### src/rtl/mips_ctrl_pkg.sv
// Shared definitions for the multicycle MIPS control path.
// Provides opcode constants, the 4-bit state encoding, ALUOp codes
// (also consumed by alu_control_unit), ALUSrcB / PCSource select codes,
// and the control-word struct that the output decoder produces.
package mips_ctrl_pkg;

    localparam logic [5:0] OP_RTYPE = 6'b000000;
    localparam logic [5:0] OP_LW    = 6'b100011;
    localparam logic [5:0] OP_SW    = 6'b101011;
    localparam logic [5:0] OP_BEQ   = 6'b000100;
    localparam logic [5:0] OP_J     = 6'b000010;
    localparam logic [5:0] OP_ADDI  = 6'b001000;

    typedef enum logic [3:0] {
        ST_FETCH     = 4'd0,
        ST_DECODE    = 4'd1,
        ST_MEM_ADDR  = 4'd2,
        ST_MEM_READ  = 4'd3,
        ST_MEM_WB    = 4'd4,
        ST_MEM_WRITE = 4'd5,
        ST_EXECUTE   = 4'd6,
        ST_R_WB      = 4'd7,
        ST_BRANCH    = 4'd8,
        ST_JUMP      = 4'd9,
        ST_ADDI_EXEC = 4'd10,
        ST_ADDI_WB   = 4'd11
    } state_t;

    localparam logic [1:0] ALUOP_ADD   = 2'b00;
    localparam logic [1:0] ALUOP_SUB   = 2'b01;
    localparam logic [1:0] ALUOP_FUNCT = 2'b10;

    localparam logic [1:0] ALUB_RT     = 2'b00;
    localparam logic [1:0] ALUB_FOUR   = 2'b01;
    localparam logic [1:0] ALUB_IMM    = 2'b10;
    localparam logic [1:0] ALUB_IMM_SH = 2'b11;

    localparam logic [1:0] PCSRC_ALU    = 2'b00;
    localparam logic [1:0] PCSRC_ALUOUT = 2'b01;
    localparam logic [1:0] PCSRC_JUMP   = 2'b10;

    typedef struct packed {
        logic       pc_write;
        logic       pc_write_cond;
        logic       iord;
        logic       mem_read;
        logic       mem_write;
        logic       ir_write;
        logic       memto_reg;
        logic       reg_dst;
        logic       reg_write;
        logic       alu_src_a;
        logic [1:0] alu_src_b;
        logic [1:0] alu_op;
        logic [1:0] pc_source;
        logic       illegal_op;
    } ctrl_word_t;

    function automatic logic op_supported(input logic [5:0] op);
        return (op == OP_RTYPE) || (op == OP_LW) || (op == OP_SW) ||
               (op == OP_BEQ)   || (op == OP_J)  || (op == OP_ADDI);
    endfunction

endpackage

### src/rtl/ctrl_output_decode.sv
// Combinational map from FSM state (plus mem_ready, plus opcode for the
// DECODE-only illegal flag) to the datapath control word.
// Ports:
//   state     in  state_t      current FSM state
//   mem_ready in  1            memory completes the current access
//   opcode    in  6            IR[31:26], only looked at in DECODE
//   ctrl      out ctrl_word_t  all strobes and mux selects
module ctrl_output_decode
    import mips_ctrl_pkg::*;
(
    input  state_t     state,
    input  logic       mem_ready,
    input  logic [5:0] opcode,
    output ctrl_word_t ctrl
);

    always_comb begin
        ctrl = '0;
        case (state)
            ST_FETCH: begin
                ctrl.mem_read  = 1'b1;
                ctrl.iord      = 1'b0;
                ctrl.alu_src_a = 1'b0;
                ctrl.alu_src_b = ALUB_FOUR;
                ctrl.alu_op    = ALUOP_ADD;
                ctrl.pc_source = PCSRC_ALU;
                // PC+4 and the IR load only commit once the fetch completes
                ctrl.ir_write  = mem_ready;
                ctrl.pc_write  = mem_ready;
            end
            ST_DECODE: begin
                ctrl.alu_src_a  = 1'b0;
                ctrl.alu_src_b  = ALUB_IMM_SH;
                ctrl.alu_op     = ALUOP_ADD;
                ctrl.illegal_op = !op_supported(opcode);
            end
            ST_MEM_ADDR: begin
                ctrl.alu_src_a = 1'b1;
                ctrl.alu_src_b = ALUB_IMM;
                ctrl.alu_op    = ALUOP_ADD;
            end
            ST_MEM_READ: begin
                ctrl.mem_read = 1'b1;
                ctrl.iord     = 1'b1;
            end
            ST_MEM_WB: begin
                ctrl.reg_write = 1'b1;
                ctrl.memto_reg = 1'b1;
                ctrl.reg_dst   = 1'b0;
            end
            ST_MEM_WRITE: begin
                ctrl.mem_write = 1'b1;
                ctrl.iord      = 1'b1;
            end
            ST_EXECUTE: begin
                ctrl.alu_src_a = 1'b1;
                ctrl.alu_src_b = ALUB_RT;
                ctrl.alu_op    = ALUOP_FUNCT;
            end
            ST_R_WB: begin
                ctrl.reg_write = 1'b1;
                ctrl.reg_dst   = 1'b1;
                ctrl.memto_reg = 1'b0;
            end
            ST_BRANCH: begin
                ctrl.alu_src_a     = 1'b1;
                ctrl.alu_src_b     = ALUB_RT;
                ctrl.alu_op        = ALUOP_SUB;
                ctrl.pc_write_cond = 1'b1;
                ctrl.pc_source     = PCSRC_ALUOUT;
            end
            ST_JUMP: begin
                ctrl.pc_write  = 1'b1;
                ctrl.pc_source = PCSRC_JUMP;
            end
            ST_ADDI_EXEC: begin
                ctrl.alu_src_a = 1'b1;
                ctrl.alu_src_b = ALUB_IMM;
                ctrl.alu_op    = ALUOP_ADD;
            end
            ST_ADDI_WB: begin
                ctrl.reg_write = 1'b1;
                ctrl.reg_dst   = 1'b0;
                ctrl.memto_reg = 1'b0;
            end
            default: ctrl = '0;
        endcase
    end

endmodule

### src/rtl/multicycle_control_fsm.sv
// Main control unit for the multicycle MIPS datapath. Holds the state
// register and next-state logic; the control word comes from
// ctrl_output_decode and is forced to zero while rst is high.
// Ports:
//   clk, rst (async, active high)
//   opcode[5:0]  IR[31:26], sampled in DECODE
//   mem_ready    memory completes the current access this cycle
//   PCWrite, PCWriteCond, IorD, MemRead, MemWrite, IRWrite, MemtoReg,
//   RegDst, RegWrite, ALUSrcA, ALUSrcB[1:0], ALUOp[1:0], PCSource[1:0]
//                datapath strobes and selects
//   illegal_op   one-cycle pulse in DECODE for an unsupported opcode
//   state_dbg    current state encoding
//
// state        | meaning
// FETCH     0  | read IR from mem[PC], PC <= PC+4 on mem_ready
// DECODE    1  | precompute branch target, dispatch on opcode
// MEM_ADDR  2  | ALUOut <= rs + signext(imm)
// MEM_READ  3  | load read, waits for mem_ready
// MEM_WB    4  | rt <= MDR
// MEM_WRITE 5  | store write, waits for mem_ready
// EXECUTE   6  | R-type ALU op
// R_WB      7  | rd <= ALUOut
// BRANCH    8  | beq compare, PC <= target if zero
// JUMP      9  | PC <= jump target
// ADDI_EXEC 10 | ALUOut <= rs + signext(imm)
// ADDI_WB   11 | rt <= ALUOut
// 12..15       | unreachable, return to FETCH
module multicycle_control_fsm
    import mips_ctrl_pkg::*;
(
    input  logic       clk,
    input  logic       rst,
    input  logic [5:0] opcode,
    input  logic       mem_ready,
    output logic       PCWrite,
    output logic       PCWriteCond,
    output logic       IorD,
    output logic       MemRead,
    output logic       MemWrite,
    output logic       IRWrite,
    output logic       MemtoReg,
    output logic       RegDst,
    output logic       RegWrite,
    output logic       ALUSrcA,
    output logic [1:0] ALUSrcB,
    output logic [1:0] ALUOp,
    output logic [1:0] PCSource,
    output logic       illegal_op,
    output logic [3:0] state_dbg
);

    state_t     state;
    state_t     state_nxt;
    logic       is_store;
    ctrl_word_t ctrl;
    ctrl_word_t ctrl_q;

    // MEM_ADDR must pick read vs write without looking at opcode again,
    // so the load/store choice is captured while in DECODE.
    always_ff @(posedge clk or posedge rst) begin
        if (rst) begin
            state    <= ST_FETCH;
            is_store <= 1'b0;
        end else begin
            state <= state_nxt;
            if (state == ST_DECODE) begin
                is_store <= (opcode == OP_SW);
            end
        end
    end

    always_comb begin
        state_nxt = ST_FETCH;
        case (state)
            ST_FETCH:     state_nxt = mem_ready ? ST_DECODE : ST_FETCH;
            ST_DECODE: begin
                case (opcode)
                    OP_LW, OP_SW: state_nxt = ST_MEM_ADDR;
                    OP_RTYPE:     state_nxt = ST_EXECUTE;
                    OP_BEQ:       state_nxt = ST_BRANCH;
                    OP_J:         state_nxt = ST_JUMP;
                    OP_ADDI:      state_nxt = ST_ADDI_EXEC;
                    default:      state_nxt = ST_FETCH;
                endcase
            end
            ST_MEM_ADDR:  state_nxt = is_store ? ST_MEM_WRITE : ST_MEM_READ;
            ST_MEM_READ:  state_nxt = mem_ready ? ST_MEM_WB : ST_MEM_READ;
            ST_MEM_WB:    state_nxt = ST_FETCH;
            ST_MEM_WRITE: state_nxt = mem_ready ? ST_FETCH : ST_MEM_WRITE;
            ST_EXECUTE:   state_nxt = ST_R_WB;
            ST_R_WB:      state_nxt = ST_FETCH;
            ST_BRANCH:    state_nxt = ST_FETCH;
            ST_JUMP:      state_nxt = ST_FETCH;
            ST_ADDI_EXEC: state_nxt = ST_ADDI_WB;
            ST_ADDI_WB:   state_nxt = ST_FETCH;
            default:      state_nxt = ST_FETCH;
        endcase
    end

    ctrl_output_decode u_decode (
        .state     (state),
        .mem_ready (mem_ready),
        .opcode    (opcode),
        .ctrl      (ctrl)
    );

    // State is already FETCH during reset, but FETCH drives MemRead, so the
    // whole word is blanked until rst drops.
    assign ctrl_q      = rst ? '0 : ctrl;

    assign PCWrite     = ctrl_q.pc_write;
    assign PCWriteCond = ctrl_q.pc_write_cond;
    assign IorD        = ctrl_q.iord;
    assign MemRead     = ctrl_q.mem_read;
    assign MemWrite    = ctrl_q.mem_write;
    assign IRWrite     = ctrl_q.ir_write;
    assign MemtoReg    = ctrl_q.memto_reg;
    assign RegDst      = ctrl_q.reg_dst;
    assign RegWrite    = ctrl_q.reg_write;
    assign ALUSrcA     = ctrl_q.alu_src_a;
    assign ALUSrcB     = ctrl_q.alu_src_b;
    assign ALUOp       = ctrl_q.alu_op;
    assign PCSource    = ctrl_q.pc_source;
    assign illegal_op  = ctrl_q.illegal_op;
    assign state_dbg   = state;

endmodule

### config.mk
export PLATFORM = sky130hd
export DESIGN_NAME = multicycle_control_fsm
export DESIGN_NICKNAME = d
export VERILOG_FILES = /design/src/rtl/mips_ctrl_pkg.sv /design/src/rtl/ctrl_output_decode.sv /design/src/rtl/multicycle_control_fsm.sv
export SDC_FILE = /design/constraint.sdc
export NUM_CORES = 1
export LEC_CHECK = 0
export ABC_AREA = 1
export CAP_MARGIN = 25
export CORE_ASPECT_RATIO = 1.1
export CORE_MARGIN = 8
export CORE_UTILIZATION = 36
export CTS_BUF_LIST = sky130_fd_sc_hd__clkbuf_2
export DETAILED_ROUTE_END_ITERATION = 10
export GPL_TIMING_DRIVEN = 0
export PLACE_DENSITY = 0.81
export SYNTH_ARGS = -nofsm -noshare
export SYNTH_HDL_FRONTEND = slang
export SYNTH_SLANG_ARGS = --single-unit
### constraint.sdc
create_clock -name clk -period 1.1 [get_ports clk]
set_input_delay 0.275 -clock clk [delete_from_list [all_inputs] [get_ports clk]]
set_output_delay 0.275 -clock clk [all_outputs]
set_load 0.01 [all_outputs]
==> impl.org, run 1 <==
** Run status
- The flow ran to the end, but the final reports show violations.
- The final reports fail on negative setup slack.

** Yosys
- A synthesized cell averages 5.35 sq um.
- Number of synthesized register bits :: 5
- Synthesis produced a netlist with a net count of 119.
- Fraction of the yosys area taken by sequential cells :: 0.213
- After synthesis, the netlist uses 18 different library cells.
- Synthesis handed over a netlist of 110 instances.
- In this run the cell area of the synthesized design comes to 588 sq um.
- Yosys printed 0 warnings.

** Critical path
- Data required, critical path :: 820 ps
- Stage delay of the slowest cell on the critical path :: 430 ps
- Startpoint of the worst setup timing path :: state_dbg[0]$_DFF_PP0_
- In this run the critical register-to-register path is launched from state_dbg[0]$_DFF_PP0_.
- CP Capture Type :: output pin
- Family with the most delay on the worst path :: flip-flops
- CP max stage cell :: sky130_fd_sc_hd__dfrtp_2
- Category of the most critical setup path :: flip-flop to output pin
- Arrival time at the worst endpoint :: 1390 ps
- In this run the worst path has a maximum fanout of 4.
- The signal on the critical path passes through buf_6 -> nor2_4 -> nand2_4 -> nor2_4 -> buf_6 -> buf_6.
- Most used cell, CP :: sky130_fd_sc_hd__buf_6
- Together, buffers and inverters on the worst path number 3.
- STA classifies the critical path startpoint as a flip-flop.

** Clocking
- Max Root-Sink Buffers :: 2
- The clock drives 5 sinks.
- Counting the buffers created by CTS gives 3.
- After clock tree synthesis, the clock-pin slew on the worst setup and hold paths is 70 ps.
- The cell sitting at the root of the clock tree is a sky130_fd_sc_hd__clkbuf_2.
- CTS H-Tree Depth :: 1
- Clk Latency, worst-skew pair :: 230 ps
- TritonCTS clock tree :: built

** Route
- Wirelength, routed :: 2600 um
- WL per Instance :: 14.5 um
- DRC violations left :: 0
- DRT iter0 DRCs :: 15
- Remaining number of nets flagged by the antenna check after routing :: 0
- For this block, the via count after detailed routing is 912.
- Number of iterations in the first detailed-routing pass :: 4
- Via density :: 5.07

** STA
- FMAX :: 600 MHz
- Hold Slack :: 105 ps
- Max-slew headroom at the worst pin :: 0.719
- Final-report max-slew violation count :: 0
- Hold violation total from the final report :: 0
- Setup violations remaining at the end of the flow were counted as 25.
- The clock arrives with 4.92 ps of skew.
- Share of the clock period used by the worst path :: 1.52
- The smallest clock period supported by the final layout is computed as 1670 ps.
- Setup repair after global routing could not meet its margin everywhere.
- Worst Slack Setup Final :: -568 ps
- Aggregate negative setup slack :: -9840 ps
- Worst Max-Slew Pin Slew :: 421 ps

** Floorplan
- In this run the core area contains 15 standard-cell rows.
- Die footprint :: 3180 sq um
- Initial Util :: 0.378
- Measured along the x axis, the die boundary spans 54.5 um.
- Total I/O pin count :: 30
- Core ar. :: 1560 sq um
- Vertical die dimension :: 58.4 um

** Pwr
- In this run the static leakage power is 0.000660 uW.
- Dividing total power by cell area gives a power density of 1880 nW/um^2.
- IR analysis of the VDD net gives a maximum drop of 0.00122 V.
- Overall power consumption after layout is estimated at 2220 uW.

** GRT
- The number of global-route vias before repair came to 919.
- In the global route stage, overall resource usage came out at 0.159.
- First-pass GRT wire length :: 3880 um
- Entering global routing, the biggest net connects 11 pins.
- GR Overflow Total :: 0
- The number of antenna violations at the first check in global routing was 0.

** Placement
- Post-detail-place hpwl :: 1580 um
- Counting tap cells, the placed design contains a total of 155 instances.
- Last weighted congestion value of the routability-driven placer :: 0.817
- During placement, the flow inserted port buffers numbering 28.

** Run
- The tool flagged a number of max-cap violations equal to 0.

** Cells and area
- Layout-stage area growth over the synthesis result :: 101%
- The finished layout holds 180 standard cells, fillers aside.
- The number of antenna diodes in the final layout is 0.
- Net count reported at finish :: 173
- Ratio of cells with drive above 1 in the final layout :: 0.620

** Hold path
- Class of the tightest hold or removal check :: input port to async pin
Yosys cell counts, drive strengths merged:
cell	count	area [sq um]
nand2	37	149
nor2	25	116
inv	18	67.6
nand3	10	50.1
a21oi	7	35.0
dfrtp	5	125
buf	2	12.5
o21ai	2	10.0
clkbuf	1	3.75
nand3b	1	7.51
nor3	1	5.00
or2	1	6.26
metrics by stage:
step / utilization / setup WS [ps] / area (sq um)
after global placement: 0.614 / -984 / 956
final: 0.759 / -568 / 1180
after global routing: 0.759 / -664 / 1180
after detailed placement: 0.614 / -1010 / 956
after CTS: 0.688 / -531 / 1070
after floorplan: - / -199 / 654
routing by layer:
| layer | vias up | wire length [um] | track usage |
|---|---|---|---|
| met3 | 11 | 161 | 0.0378 |
| li1 | 441 | - | - |
| met1 | 416 | 1010 | 0.148 |
| met5 | - | 0 | 0 |
| met4 | 0 | 84 | 0.116 |
| met2 | 44 | 1340 | 0.282 |
registers in the layout (all words and copies together) (netlist names):
register   flops
state_dbg      4
is_store       1
final timing paths:
kind,depth (start not counted),endpoint,slack [ps]
min in group clk,3,is_store$_DFFE_PP0P_,480
max in group asynchronous,2,state_dbg[2]$_DFF_PP0_,790
max reg2reg,8,state_dbg[0]$_DFF_PP0_,-290
min reg2reg,2,is_store$_DFFE_PP0P_,530
min,2,is_store$_DFFE_PP0P_,110
max,6,PCSource[0],-570
repair_timing:
item                       CTS  global route
setup endpoints to repair   25            26
resized for setup          117            15
pin swaps                   20            16
cloned                       0             0
hold buffers                 0             0
setup buffers               12             9
cells in the final DEF (no fill, tap or decap):
cell	instances
sky130_fd_sc_hd__nand2_1	22
sky130_fd_sc_hd__buf_2	18
sky130_fd_sc_hd__buf_6	13
sky130_fd_sc_hd__buf_4	13
sky130_fd_sc_hd__nor2_1	10
sky130_fd_sc_hd__inv_1	9
sky130_fd_sc_hd__nor2_2	9
sky130_fd_sc_hd__nand2_2	8
sky130_fd_sc_hd__nand3_1	8
sky130_fd_sc_hd__inv_2	7
sky130_fd_sc_hd__nand2_4	7
sky130_fd_sc_hd__nor2_4	6
sky130_fd_sc_hd__a21oi_2	6
sky130_fd_sc_hd__clkbuf_2	4
sky130_fd_sc_hd__dfrtp_2	4
sky130_fd_sc_hd__clkdlybuf4s50_1	3
sky130_fd_sc_hd__inv_4	2
sky130_fd_sc_hd__nand3_2	2
sky130_fd_sc_hd__dlymetal6s2s_1	2
sky130_fd_sc_hd__dlygate4sd2_1	2
sky130_fd_sc_hd__or2_0	1
sky130_fd_sc_hd__clkbuf_1	1
sky130_fd_sc_hd__nor3_2	1
sky130_fd_sc_hd__o21ai_2	1
sky130_fd_sc_hd__a21oi_1	1
sky130_fd_sc_hd__nand3b_1	1
sky130_fd_sc_hd__o21ai_1	1
sky130_fd_sc_hd__dfrtp_1	1
power breakdown:
group	switching [uW]	internal (uW)	leakage (uW)
registers	84.7	241	0.0000617
clock network	90.0	96.4	0.0000166
logic	923	788	0.000581
cell type report:
class	instances	area (sq um)
fillers	129	375
plain buffers	3	20.0
well taps	17	21.3
inverters	18	72.6
repair buffers	49	390
multi-input cells	84	528
flip-flops and latches	5	130
clock buffers	4	20.0
cell families after synthesis:
logic type | after synthesis | share of synthesized area
simple gates | 75 | 0.568
buf+inv | 21 | 0.143
compound gates | 9 | 0.0766
flops | 5 | 0.213
worst register-to-register path: stages, from the launching register on:
cell                      delay [ps]
sky130_fd_sc_hd__dfrtp_2         430
sky130_fd_sc_hd__buf_6           140
sky130_fd_sc_hd__nor2_4          190
sky130_fd_sc_hd__nand3_2         130
sky130_fd_sc_hd__buf_4           160
sky130_fd_sc_hd__buf_6           110
sky130_fd_sc_hd__nand2_2          40
sky130_fd_sc_hd__nor2_1           40
sky130_fd_sc_hd__nand2_1          70
No activity file was read; power rests on OpenSTA's default activity.
==> inputs of run 2 (changes only) <==
--- a/config.mk
+++ b/config.mk
@@ -5,15 +5,14 @@
 export SDC_FILE = /design/constraint.sdc
 export NUM_CORES = 1
 export LEC_CHECK = 0
-export ABC_AREA = 1
 export CAP_MARGIN = 25
 export CORE_ASPECT_RATIO = 1.1
 export CORE_MARGIN = 8
-export CORE_UTILIZATION = 36
+export CORE_UTILIZATION = 37
 export CTS_BUF_LIST = sky130_fd_sc_hd__clkbuf_2
 export DETAILED_ROUTE_END_ITERATION = 10
-export GPL_TIMING_DRIVEN = 0
-export PLACE_DENSITY = 0.81
+export GPL_TIMING_DRIVEN = 1
+export PLACE_DENSITY = 0.82
 export SYNTH_ARGS = -nofsm -noshare
 export SYNTH_HDL_FRONTEND = slang
 export SYNTH_SLANG_ARGS = --single-unit
==> run 2 against run 1 <==
The run now fails in global routing. Synthesized cell count down 24%. Synthesized area increased by 1.5%.
==> impl.org, run 2 <==
** Clocking
- Counting the buffers created by CTS gives 3.
- The tree is rooted in a sky130_fd_sc_hd__clkbuf_2.
- CTS H-Tree Depth :: 1
- Hold Buf Count CTS :: 0
- The longest clock path from root to sink contains 2 buffers.
- CTS saw 5 sinks.

** Yosys
- During synthesis, Yosys emitted a total of 0 warnings.
- Count of flip-flops with a built-in enable after synthesis :: 0
- Counting flops with an async set or reset pin after synthesis yields a share of 1.00.
- Most used DFF post-synth :: sky130_fd_sc_hd__dfrtp_1
- Ranked by total cell area, the synthesized netlist is headed by sky130_fd_sc_hd__dfrtp_1 21%, sky130_fd_sc_hd__nor2_1 6.9%, sky130_fd_sc_hd__a2111oi_0 5.9%.
- In the post-synthesis netlist, the cell with the most instances is sky130_fd_sc_hd__nor2_1.
- For this run, the register share of the synthesized area comes to 0.210.
- Synthesis produced 84 cells.
- A synthesized cell averages 7.11 sq um.
- In this run, synthesis produced a sequential element count of 5.
- Of the post-synthesis cell area, the dominant cell type holds 0.210.
- Leading area contributor after synthesis :: sky130_fd_sc_hd__dfrtp_1
- By count the netlist is led by 11 x sky130_fd_sc_hd__nor2_1, 9 x sky130_fd_sc_hd__nand2_1, 6 x sky130_fd_sc_hd__nor3_1.
- Nets in the synthesized netlist :: 93
- Cell variety after synth :: 31
- The synthesized netlist occupies a cell area of 597 sq um.

** Placement
- Routability-driven placement finished with a final weighted congestion of 0.770.
- Detailed placement finished with a half-perimeter wire length of 1970 um.
- Buffers placed on the I/O ports in this run total 29.

** Floorplan
- For this configuration, the core starts out at a cell density of 0.388.
- The floorplan step set the die width to 54.3 um.
- During I/O placement, the number of pins put on the boundary was 30.
- Total number of placement rows :: 15
- Vertical die dimension :: 58.1 um

** STA
- Once global-route timing repair stopped, the endpoint with the least setup slack was illegal_op.
- Worst End Pin Type :: primary output

** GRT
- Maximum number of pins on one net before global-route repair :: 12

** Run status
- First Err :: [ERROR DPL-0038] Utilization greater than 100%, impossible to legalize
- The flow stopped in global routing.
- Run status :: aborted with a tool error
## run 2: repair_timing
item                       in CTS
setup endpoints to repair      26
resized for setup             129
setup buffers                  22
pin swaps                      10
## run 2: per-stage QoR
stage                     hold WS (ps)  instance area, sq um  std cells  worst slack, ps
after global placement             494                  1250        150            -1200
after detailed placement           509                  1250        150            -1240
after CTS                          390                  1510        176             -790
after floorplan                   61.9                   830         84             -685
## run 2: cell families after synthesis
group,after synthesis,synth area share
xor gates and xnor gates,1,0.0147
buffers and inverters,12,0.103
and+or+nand+nor,47,0.455
AOI/OAI and AO/OA,19,0.218
DFF,5,0.210
==> inputs of run 3 (changes only) <==
--- a/config.mk
+++ b/config.mk
@@ -6,13 +6,11 @@
 export NUM_CORES = 1
 export LEC_CHECK = 0
 export CAP_MARGIN = 25
-export CORE_ASPECT_RATIO = 1.1
-export CORE_MARGIN = 8
-export CORE_UTILIZATION = 37
-export CTS_BUF_LIST = sky130_fd_sc_hd__clkbuf_2
+export CORE_AREA = 8 8 69 71
 export DETAILED_ROUTE_END_ITERATION = 10
+export DIE_AREA = 0 0 77 79
 export GPL_TIMING_DRIVEN = 1
-export PLACE_DENSITY = 0.82
+export PLACE_DENSITY_LB_ADDON = 0.15
 export SYNTH_ARGS = -nofsm -noshare
 export SYNTH_HDL_FRONTEND = slang
 export SYNTH_SLANG_ARGS = --single-unit
==> constraint.sdc (replaced) <==
create_clock -name clk -period 1.4 [get_ports clk]
set_input_delay 0.35 -clock clk [delete_from_list [all_inputs] [get_ports clk]]
set_output_delay 0.35 -clock clk [all_outputs]
set_load 0.01 [all_outputs]
==> run 3 against run 2 <==
The flow now finishes, with violations (negative setup slack). Synthesized area unchanged. Synthesized cell count unchanged.
==> impl.org, run 3 <==
** Yosys
- Among all cell types in the netlist, the one instantiated most often is sky130_fd_sc_hd__nor2_1.
- Synth warnings :: 0
- Of all cell types, the one taking the most synthesized area is sky130_fd_sc_hd__dfrtp_1.
- After synthesis, the netlist uses 31 different library cells.
- Number of synthesized register bits :: 5
- Per-instance average area after synthesis :: 7.11 sq um
- In the synthesized netlist, the number of instances is 84.
- For this run, asynchronously set or reset flops after synthesis account for 1.00.
- The number of nets in the synthesized netlist is 93.
- Of the synthesized area, sequential elements account for 0.210.
- The synthesized design contains 0 enable-type register cells.
- Share of the synthesized area in the top cell type :: 0.210
- Top post-synthesis cells by count :: 11 x sky130_fd_sc_hd__nor2_1, 9 x sky130_fd_sc_hd__nand2_1, 6 x sky130_fd_sc_hd__nor3_1
- Most used DFF post-synth :: sky130_fd_sc_hd__dfrtp_1
- Total standard cell area after synthesis :: 597 sq um
- Dominant cells by area after synthesis :: sky130_fd_sc_hd__dfrtp_1 21%, sky130_fd_sc_hd__nor2_1 6.9%, sky130_fd_sc_hd__a2111oi_0 5.9%

** Route
- Once detail routing completed, the nets flagged for antenna violations numbered 0.
- Detailed routing inserted a total of 921 vias.
- After detailed routing, the average wire length per cell comes to 12.8 um.
- Using the TritonRoute via totals, the vias-per-cell ratio works out to 4.36.
- Number of iterations in the first detailed-routing pass :: 3
- After the first detailed-routing iteration, the DRC count stood at 34.
- Wirelength, routed :: 2710 um
- In the routed design, unresolved DRC markers number 0.

** GRT
- GR Overflow Total :: 0
- For this run, the total global-route usage over all layers was measured as 0.0876.
- The number of global-route vias before repair came to 918.
- Entering global routing, the biggest net connects 17 pins.
- Number of antenna violations at the first check in global routing :: 0
- The first global-routing pass estimated 4440 um of wire.

** Pwr
- Switching power :: 977 uW
- After layout, the design draws a total of 2520 uW.
- Of the total power, the share spent switching nets is 0.388.
- The share of total power dissipated in the clock network is 0.102.
- Leakage power :: 0.000744 uW
- IR analysis of the VDD net gives a maximum drop of 0.000512 V.
- Part of the total power dissipated in sequential elements :: 0.095
- Combinational cell fraction of total power :: 0.802
- Pwr/cell area :: 1480 nW/um^2
- Internal power comes to 1540 uW.

** Critical path
- Arrival time at the worst endpoint :: 2030 ps
- On the worst path, the slowest cell contributes a delay of 550 ps.
- Data required, critical path :: 1530 ps
- In this run the worst path has a maximum fanout of 4.
- The worst register-to-register path begins at state_dbg[1]$_DFF_PP0_.
- Following the worst setup path forward leads to its endpoint at state_dbg[2]$_DFF_PP0_.
- Measured in cells, the most critical reg-to-reg path has a length of 5.
- Setup slack, reg-to-reg :: -500 ps
- The most critical setup path has its startpoint at state_dbg[1]$_DFF_PP0_.
- The worst setup path is launched from a flip-flop.
- CP max stage cell :: sky130_fd_sc_hd__or4b_4
- STA classifies the critical path endpoint as a flip-flop.
- The critical path goes through buf_6 -> or4b_4 -> or3_4 -> nor4_4 -> o2bb2ai_1.
- In this run the critical register-to-register path is captured at state_dbg[2]$_DFF_PP0_.
- The critical path is of the flip-flop to flip-flop type.

** Clocking
- Clock transition at the registers of the reported paths :: 30 ps
- TritonCTS clock tree :: built
- No sink is reached through more buffers than the 2 on the longest clock path.
- CTS H-Tree Depth :: 1
- In this run, CTS created clock tree buffers numbering 3.
- Clk Latency, worst-skew pair :: 220 ps
- Clock net sink count :: 5
- Hold repair after CTS inserted 0 buffers.
- CTS placed an instance of sky130_fd_sc_hd__clkbuf_8 at the clock tree root.

** Floorplan
- Core ar. :: 3800 sq um
- The initialized floorplan defines 23 standard-cell rows.
- Overall die width :: 77 um
- Total I/O pin count :: 30
- The initial utilization of the core area, before any placement, comes to 0.157.
- Die footprint :: 6080 sq um
- In this run the vertical extent of the chip is 79 um.

** Placement
- The HPWL after detailed placement is 1970 um.
- Port Buffer Count :: 29
- Last weighted congestion value of the routability-driven placer :: 0.677

** Run
- Max-capacitance violation count :: 0

** STA
- Final worst clock skew :: 0.219 ps
- Worst Max-Slew Pin Slew :: 507 ps
- Clock period minus worst slack :: 1900 ps
- Timing would allow up to 527 MHz.
- Max-slew headroom at the worst pin :: 0.654
- After layout, the worst setup slack is -499 ps.
- Share of the clock period used by the worst path :: 1.36
- Setup violations remaining at the end of the flow were counted as 23.
- Hold violation total from the final report :: 0
- Setup repair after global routing could not meet its margin everywhere.
- Final-report max-slew violation count :: 0

** Cells and area
- The register with the most flip-flops in the layout has 4 of them.
- Most common cell after layout, fill and taps aside :: sky130_fd_sc_hd__buf_4
- Layout-stage area growth over the synthesis result :: 185%
- In the final layout, the share of cells above drive strength 1 is 0.714.
- In the layout the commonest cells are 30 x sky130_fd_sc_hd__buf_4, 20 x sky130_fd_sc_hd__buf_6, 14 x sky130_fd_sc_hd__buf_2, 6 x sky130_fd_sc_hd__nor2_1, 6 x sky130_fd_sc_hd__buf_12.
- For this run, the post-layout net count is 171.
- Final design utilization :: 0.447
- The repair_antennas step left the layout with diodes totalling 0.

** Run status
- The flow ran to the end, but the final reports show violations.
- Failing checks :: negative setup slack

** Hold path
- The path class of the tightest hold or removal check is input port to async pin.
run 3: cell counts after synthesis:
Identical to the previous run, type by type.
run 3: logic make-up after synthesis:
group,share of synthesized area
compound gates,0.218
buf+inv,0.103
xor+xnor,0.0147
flops,0.210
simple gates,0.455
run 3: per-layer routing:
metal | vias to the layer above | track usage | part of all wire
met1 | 441 | 0.0954 | 0.40
met3 | 4 | 0.00903 | 0.027
li1 | 461 | - | -
met5 | - | 0 | 0
met4 | 0 | 0.0396 | 0.015
met2 | 15 | 0.167 | 0.56
run 3: timing repair:
action / CTS / global route
resized for setup: 127 / 25
pin swaps: 8 / 12
setup endpoints to repair: 26 / 25
setup buffers: 13 / 9
run 3: worst min-delay path by stage:
stage                               from                endpoint  cells after the start
finish                               rst  state_dbg[3]$_DFF_PP0_                      4
global route                         rst  state_dbg[3]$_DFF_PP0_                      4
CTS                                  rst  state_dbg[2]$_DFF_PP0_                      4
detailed placement  is_store$_DFFE_PP0P_    is_store$_DFFE_PP0P_                      2
global placement    is_store$_DFFE_PP0P_    is_store$_DFFE_PP0P_                      2
floorplan                            rst    is_store$_DFFE_PP0P_                      1
run 3: power by group through the flow:
stage          logic (uW)  registers [uW]  clock network (uW)
2_1_floorplan         794             224                   0
3_3_place_gp         1340             284                   0
3_5_place_dp         1340             286                   0
4_1_cts              1830             238                 264
5_1_grt              2150             243                 278
6_report             2020             240                 258
run 3: critical path, delay by kind of cell (launching register included):
kind	cells	cell delay [ps]
flops	1	430
buf+inv	1	140
compound gates	1	160
simple gates	3	1080
run 3: cell type report:
| type | instances | area [sq um] |
|---|---|---|
| multi-input combinational | 67 | 693 |
| fill | 390 | 2100 |
| timing repair buffer | 82 | 759 |
| clock buffer | 4 | 45.0 |
| inverter | 3 | 11.3 |
| tap | 50 | 62.6 |
| sequential | 5 | 128 |
run 3: through the flow:
stage	TNS (ps)	hold WS, ps	setup slack [ps]	instance area, sq um	std cells
6_report	-7840	413	-499	1700	211
5_1_grt	-8920	442	-530	1700	211
4_1_cts	-7330	392	-510	1550	203
3_5_place_dp	-18290	503	-1290	1270	186
3_3_place_gp	-17820	498	-1150	1270	186
2_1_floorplan	-2900	137	-385	787	84
==> inputs of run 4 (changes only) <==
--- a/config.mk
+++ b/config.mk
@@ -5,7 +5,6 @@
 export SDC_FILE = /design/constraint.sdc
 export NUM_CORES = 1
 export LEC_CHECK = 0
-export CAP_MARGIN = 25
 export CORE_AREA = 8 8 69 71
 export DETAILED_ROUTE_END_ITERATION = 10
 export DIE_AREA = 0 0 77 79
==> results of run 4 <==
Same layout as run 3: the final DEF is identical, and so are final timing and power.
